===== src/rtl/sfp_ctrl.sv =====
// Sequencer for the accumulate-and-ReLU stage: walks the psum SRAM kij-inner / nij-outer,
// drives accumulator strobes and the output write 3 cycles behind each pixel's last read.
module sfp_ctrl #(
   parameter int AW = 11,
   parameter int NW = 8,
   parameter int KW = 4
) (
   input  logic          clk,
   input  logic          reset,
   input  logic          start,
   input  logic [NW-1:0] cfg_nij,
   input  logic [KW-1:0] cfg_kij,
   input  logic          stall,
   output logic          rd_en,
   output logic [AW-1:0] rd_addr,
   output logic          acc_en,
   output logic          acc_clr,
   output logic          wr_en,
   output logic [NW-1:0] wr_addr,
   output logic          busy,
   output logic          done
);

   typedef enum logic [1:0] {IDLE, RUN, DRAIN, DONE} state_t;

   state_t                 state_q, state_d;
   logic [NW-1:0]          nij_cfg_q, nij_cfg_d;
   logic [KW-1:0]          kij_cfg_q, kij_cfg_d;
   logic [NW-1:0]          nij_q, nij_d;
   logic [KW-1:0]          kij_q, kij_d;
   logic [AW-1:0]          addr_q, addr_d;
   logic                   rd_en_q, rd_en_d;
   logic                   acc_en_q, acc_en_d;
   logic                   acc_clr_q, acc_clr_d;
   logic [2:0]             vld_pipe_q, vld_pipe_d;
   logic [2:0][NW-1:0]     adr_pipe_q, adr_pipe_d;
   logic                   busy_q, busy_d;
   logic                   done_q, done_d;

   logic [NW-1:0]          nij_last;
   logic [KW-1:0]          kij_last;
   logic                   last_rd;

   assign nij_last = nij_cfg_q - NW'(1);
   assign kij_last = kij_cfg_q - KW'(1);
   assign last_rd  = (nij_q == nij_last) && (kij_q == kij_last);

   // Counters always name the most recently issued read; a non-stalled RUN edge
   // advances from it, a stalled edge leaves it in place.
   always_comb begin
      state_d   = state_q;
      nij_cfg_d = nij_cfg_q;
      kij_cfg_d = kij_cfg_q;
      nij_d     = nij_q;
      kij_d     = kij_q;
      addr_d    = addr_q;
      rd_en_d   = 1'b0;

      case (state_q)
         IDLE: begin
            if (start) begin
               if (cfg_nij != '0 && cfg_kij != '0) begin
                  state_d   = RUN;
                  nij_cfg_d = cfg_nij;
                  kij_cfg_d = cfg_kij;
                  nij_d     = '0;
                  kij_d     = '0;
                  addr_d    = '0;
                  rd_en_d   = 1'b1;
               end else begin
                  state_d = DONE;
               end
            end
         end
         RUN: begin
            if (last_rd) begin
               state_d = DRAIN;
            end else if (!stall) begin
               rd_en_d = 1'b1;
               if (kij_q == kij_last) begin
                  kij_d  = '0;
                  nij_d  = nij_q + NW'(1);
                  addr_d = AW'(nij_q) + AW'(1);
               end else begin
                  kij_d  = kij_q + KW'(1);
                  addr_d = addr_q + AW'(nij_cfg_q);
               end
            end
         end
         DRAIN: begin
            if (vld_pipe_q[2] && vld_pipe_q[1:0] == 2'b00) state_d = DONE;
         end
         DONE:    state_d = IDLE;
         default: state_d = IDLE;
      endcase

      acc_en_d   = rd_en_q;
      acc_clr_d  = rd_en_q && (kij_q == '0);
      vld_pipe_d = {vld_pipe_q[1:0], rd_en_q && (kij_q == kij_last)};
      adr_pipe_d = {adr_pipe_q[1:0], nij_q};
      busy_d     = (state_d == RUN) || (state_d == DRAIN);
      done_d     = (state_d == DONE);
   end

   always_ff @(posedge clk or negedge reset) begin
      if (!reset) begin
         state_q    <= IDLE;
         nij_cfg_q  <= '0;
         kij_cfg_q  <= '0;
         nij_q      <= '0;
         kij_q      <= '0;
         addr_q     <= '0;
         rd_en_q    <= 1'b0;
         acc_en_q   <= 1'b0;
         acc_clr_q  <= 1'b0;
         vld_pipe_q <= '0;
         adr_pipe_q <= '0;
         busy_q     <= 1'b0;
         done_q     <= 1'b0;
      end else begin
         state_q    <= state_d;
         nij_cfg_q  <= nij_cfg_d;
         kij_cfg_q  <= kij_cfg_d;
         nij_q      <= nij_d;
         kij_q      <= kij_d;
         addr_q     <= addr_d;
         rd_en_q    <= rd_en_d;
         acc_en_q   <= acc_en_d;
         acc_clr_q  <= acc_clr_d;
         vld_pipe_q <= vld_pipe_d;
         adr_pipe_q <= adr_pipe_d;
         busy_q     <= busy_d;
         done_q     <= done_d;
      end
   end

   assign rd_en   = rd_en_q;
   assign rd_addr = addr_q;
   assign acc_en  = acc_en_q;
   assign acc_clr = acc_clr_q;
   assign wr_en   = vld_pipe_q[2];
   assign wr_addr = adr_pipe_q[2];
   assign busy    = busy_q;
   assign done    = done_q;

endmodule


===== config.mk =====
export PLATFORM = sky130hd
export DESIGN_NAME = sfp_ctrl
export DESIGN_NICKNAME = d
export VERILOG_FILES = /design/src/rtl/sfp_ctrl.sv
export SDC_FILE = /design/constraint.sdc
export NUM_CORES = 1
export LEC_CHECK = 0
export CORE_MARGIN = 1.5
export CORE_UTILIZATION = 50
export CTS_BUF_LIST = sky130_fd_sc_hd__clkbuf_8
export DETAILED_ROUTE_END_ITERATION = 7
export GPL_TIMING_DRIVEN = 0
export PLACE_DENSITY = 0.72
export SLEW_MARGIN = 20
export SYNTH_ARGS = -nofsm -noshare
export SYNTH_HDL_FRONTEND = slang
export SYNTH_SLANG_ARGS = --single-unit
export TNS_END_PERCENT = 100

===== constraint.sdc =====
create_clock -name clk -period 3.9 [get_ports clk]
set_clock_uncertainty 0.2 [all_clocks]
set_input_delay 0.39 -clock clk [delete_from_list [all_inputs] [get_ports clk]]
set_output_delay 0.39 -clock clk [all_outputs]
set_load 0.1 [all_outputs]

==> results by group <==
Final layout
  • Non-Filler Instances: approximately 500
  • Area grow syn2layout: 22.2%
  • Share of cells above drive strength 1: roughly a tenth
  • Nets: about 430
  • Final core occ: between 60% and 70%
  • Ant. Diodes: 0
  • Fillers: approximately 570

Logic synthesis
  • Top_reg_cell synth: dfrtp_1
  • Area contributors post-synth: dfrtp_1, ha_1, nand2_1
  • Mapped cell area: between 0.003 and 0.004 mm^2
  • Yosys Warn Count: 0
  • Ys async rst share: between 90% and 100%
  • Most frequent cell after synthesis: dfrtp_1
  • Post-Syn Nets: between 300 and 400
  • Mapped Cells: around 340
  • Largest area contributor in the netlist: dfrtp_1
  • Top-area cell type share of the netlist area: 48.1%
  • Top post-synthesis cells by count: dfrtp_1, nand2_1, o211ai_1
  • Register area share after synthesis: between 40% and 50%
  • Distinct cells, synth: 64
  • Post-Syn Area per Cell: around 10 um^2
  • #FFs+latches synth: slightly below 70
  • Number of flops mapped to enable cells by yosys: 0

Setup path
  • WS Path Type: flop to flop
  • Worst Path Required: 3.94 ns
  • Worst reg2reg path startpoint: nij_cfg_q[0]
  • Nature of the critical path startpoint: flop
  • Crit. End Element: flop
  • Arr. time, crit path: approximately 3.4 ns
  • Reg2Reg Depth: 10
  • Crit path max fanout: 10
  • Crit path from: nij_cfg_q[0]

Drt
  • Post-DR vias/cell: a little under 6
  • DRT iter0 DRCs: between 200 and 250
  • First drt pass iteration count: 7
  • Via Count: ~2900
  • Residual DRC: 0
  • DRT antenna net count: 0
  • Post-DR wirelength/cell: about 17 um
  • Final Routed Wirelength: around 8000 um

Clock tree
  • Clk sink count: between 60 and 70
  • Reg clk slew, reported paths: 0.08 ns
  • Root Driver: clkbuf_8
  • Clk_lat worst skew: roughly 0.35 ns
  • Post-CTS setup buffers: 0
  • Max Root-Sink Buffers: 2
  • Inserted Clock Buffers: 9
  • H-tree levels: 3
  • TritonCTS clock tree: done

STA
  • Max-slew violations: 0
  • Unrepaired setup endpoints after global routing: no
  • Worst Tran Pin Value: a little under 1 ns
  • Slew HR: about a third
  • Hold Vio Cnt, Final: 0
  • Final period util: 87.0%
  • Fmax: 295 MHz
  • # setup viols final: 0
  • Post-layout minimum cycle time: about 3.4 ns

Global routing
  • Grt ovf: 0
  • Initial antenna violation count: 0
  • First-pass GRT wire length: between 10000 and 15000 um
  • Pin count of the biggest net entering global routing: 55
  • Vias in the first global route: roughly 2700
  • Gr usage total: roughly 23%

Hold path
  • Min-delay src: adr_pipe_d[11]
  • Hold path cells: 0
  • Hold Path Class: flop to flop

Floorplan
  • FP Rows: 30
  • Core area: ~0.0069 mm^2
  • Die Y: 87.7 um
  • Die ar.: a little under 0.008 mm^2
  • Starting Density: 52.2%
  • IO Count: slightly above 40
  • Die W: between 80 and 90 um

Placed design
  • DP Wirelength: slightly below 6000 um
  • Port bufs: 40
  • GPL Wtd Cong: about 0.89
  • Inst Count DP: 479

Outcome
  • Status: completed

Run
  • Maxcap violations: 0
critical path, stage by stage, from the launching register on:
cell and delay (ns):
dfrtp_1 0.49, inv_1 0.13, ha_1 0.21, or3b_1 0.43, nor4_1 0.21, o2111ai_1 0.22, o21a_1 0.34, nor3_4 0.46
inv_2 0.10, buf_6 0.19, mux2_4 0.30
layer usage:
metal	up-vias	GRT usage [%]	part of all wire (%)
met2	109	35.7	46
met4	0	11.8	3.0
met5	-	0	0
met3	23	3.77	4.8
met1	1416	31.3	46
li1	1355	-	-
worst paths after layout:
kind,endpoint,slack (ns)
min in group asynchronous,rd_addr[1],0.25
max,rd_addr[4],0.51
min reg2reg,adr_pipe_d[19],0.15
min,adr_pipe_d[19],0.15
max reg2reg,rd_addr[4],0.51
max in group asynchronous,acc_en,2.73
cell usage in the layout, fill, tap and decap left out, types with 9 or more instances in the layout:
master / netlist / routed
o21ai_0: 9 / 9
a21oi_1: 9 / 9
clkdlybuf4s50_1: 0 / 39
nand2_1: 44 / 44
xnor2_1: 9 / 9
clkbuf_1: 13 / 13
xor2_1: 10 / 10
nor2_1: 13 / 13
ha_1: 14 / 14
clkbuf_8: 0 / 11
dfrtp_1: 69 / 69
o211ai_1: 19 / 19
nand3_1: 11 / 11
inv_1: 11 / 11
layout make-up:
cell class / count / area [um^2] / share of cell area [%]
well taps: 96 / 120 / 2.74
multi-input cells: 243 / 1750 / 39.8
clock buffers: 11 / 151 / 3.45
plain buffers: 18 / 77.6 / 1.77
clock inverters: 5 / 82.6 / 1.88
flip-flops and latches: 69 / 1730 / 39.4
repair buffers: 42 / 435 / 9.93
inverters: 12 / 45.0 / 1.03
through the flow:
stage | setup WS (ns) | TNS (ns) | hold WS (ns) | area [um^2]
3_5_place_dp | 0.474 | 0 | 0.0766 | 4130
2_1_floorplan | 1.07 | 0 | -0.106 | 3590
4_1_cts | 0.543 | 0 | 0.150 | 4380
5_1_grt | 0.390 | 0 | 0.155 | 4380
6_report | 0.506 | 0 | 0.148 | 4380
3_3_place_gp | -0.101 | -6.61 | 0.131 | 4110
flip-flops by register name (all words and copies together) (netlist names):
signal      flops
adr_pipe_d     16
rd_addr        11
nij_cfg_q       8
nij_q           8
wr_addr         8
kij_cfg_q       4
kij_q           4
vld_pipe_q      3
state_q         2
acc_clr         1
acc_en          1
busy            1
done            1
rd_en           1
logic make-up after synthesis:
family,synth area share (%)
and+or+nand+nor,16.6
muxes,3.77
xor gates and xnor gates,5.30
adders and majority gates,5.44
AOI/OAI and AO/OA,17.3
DFF,48.1
buffers and inverters,3.42
what timing repair did:
action	CTS	global route
gates resized for setup	0	0
hold endpoints to repair	15	0
hold buffers	1	0
Power is left out: the tool's default activity adds up to more than one toggle a clock period on the data nets, which glitch-free logic cannot reach.
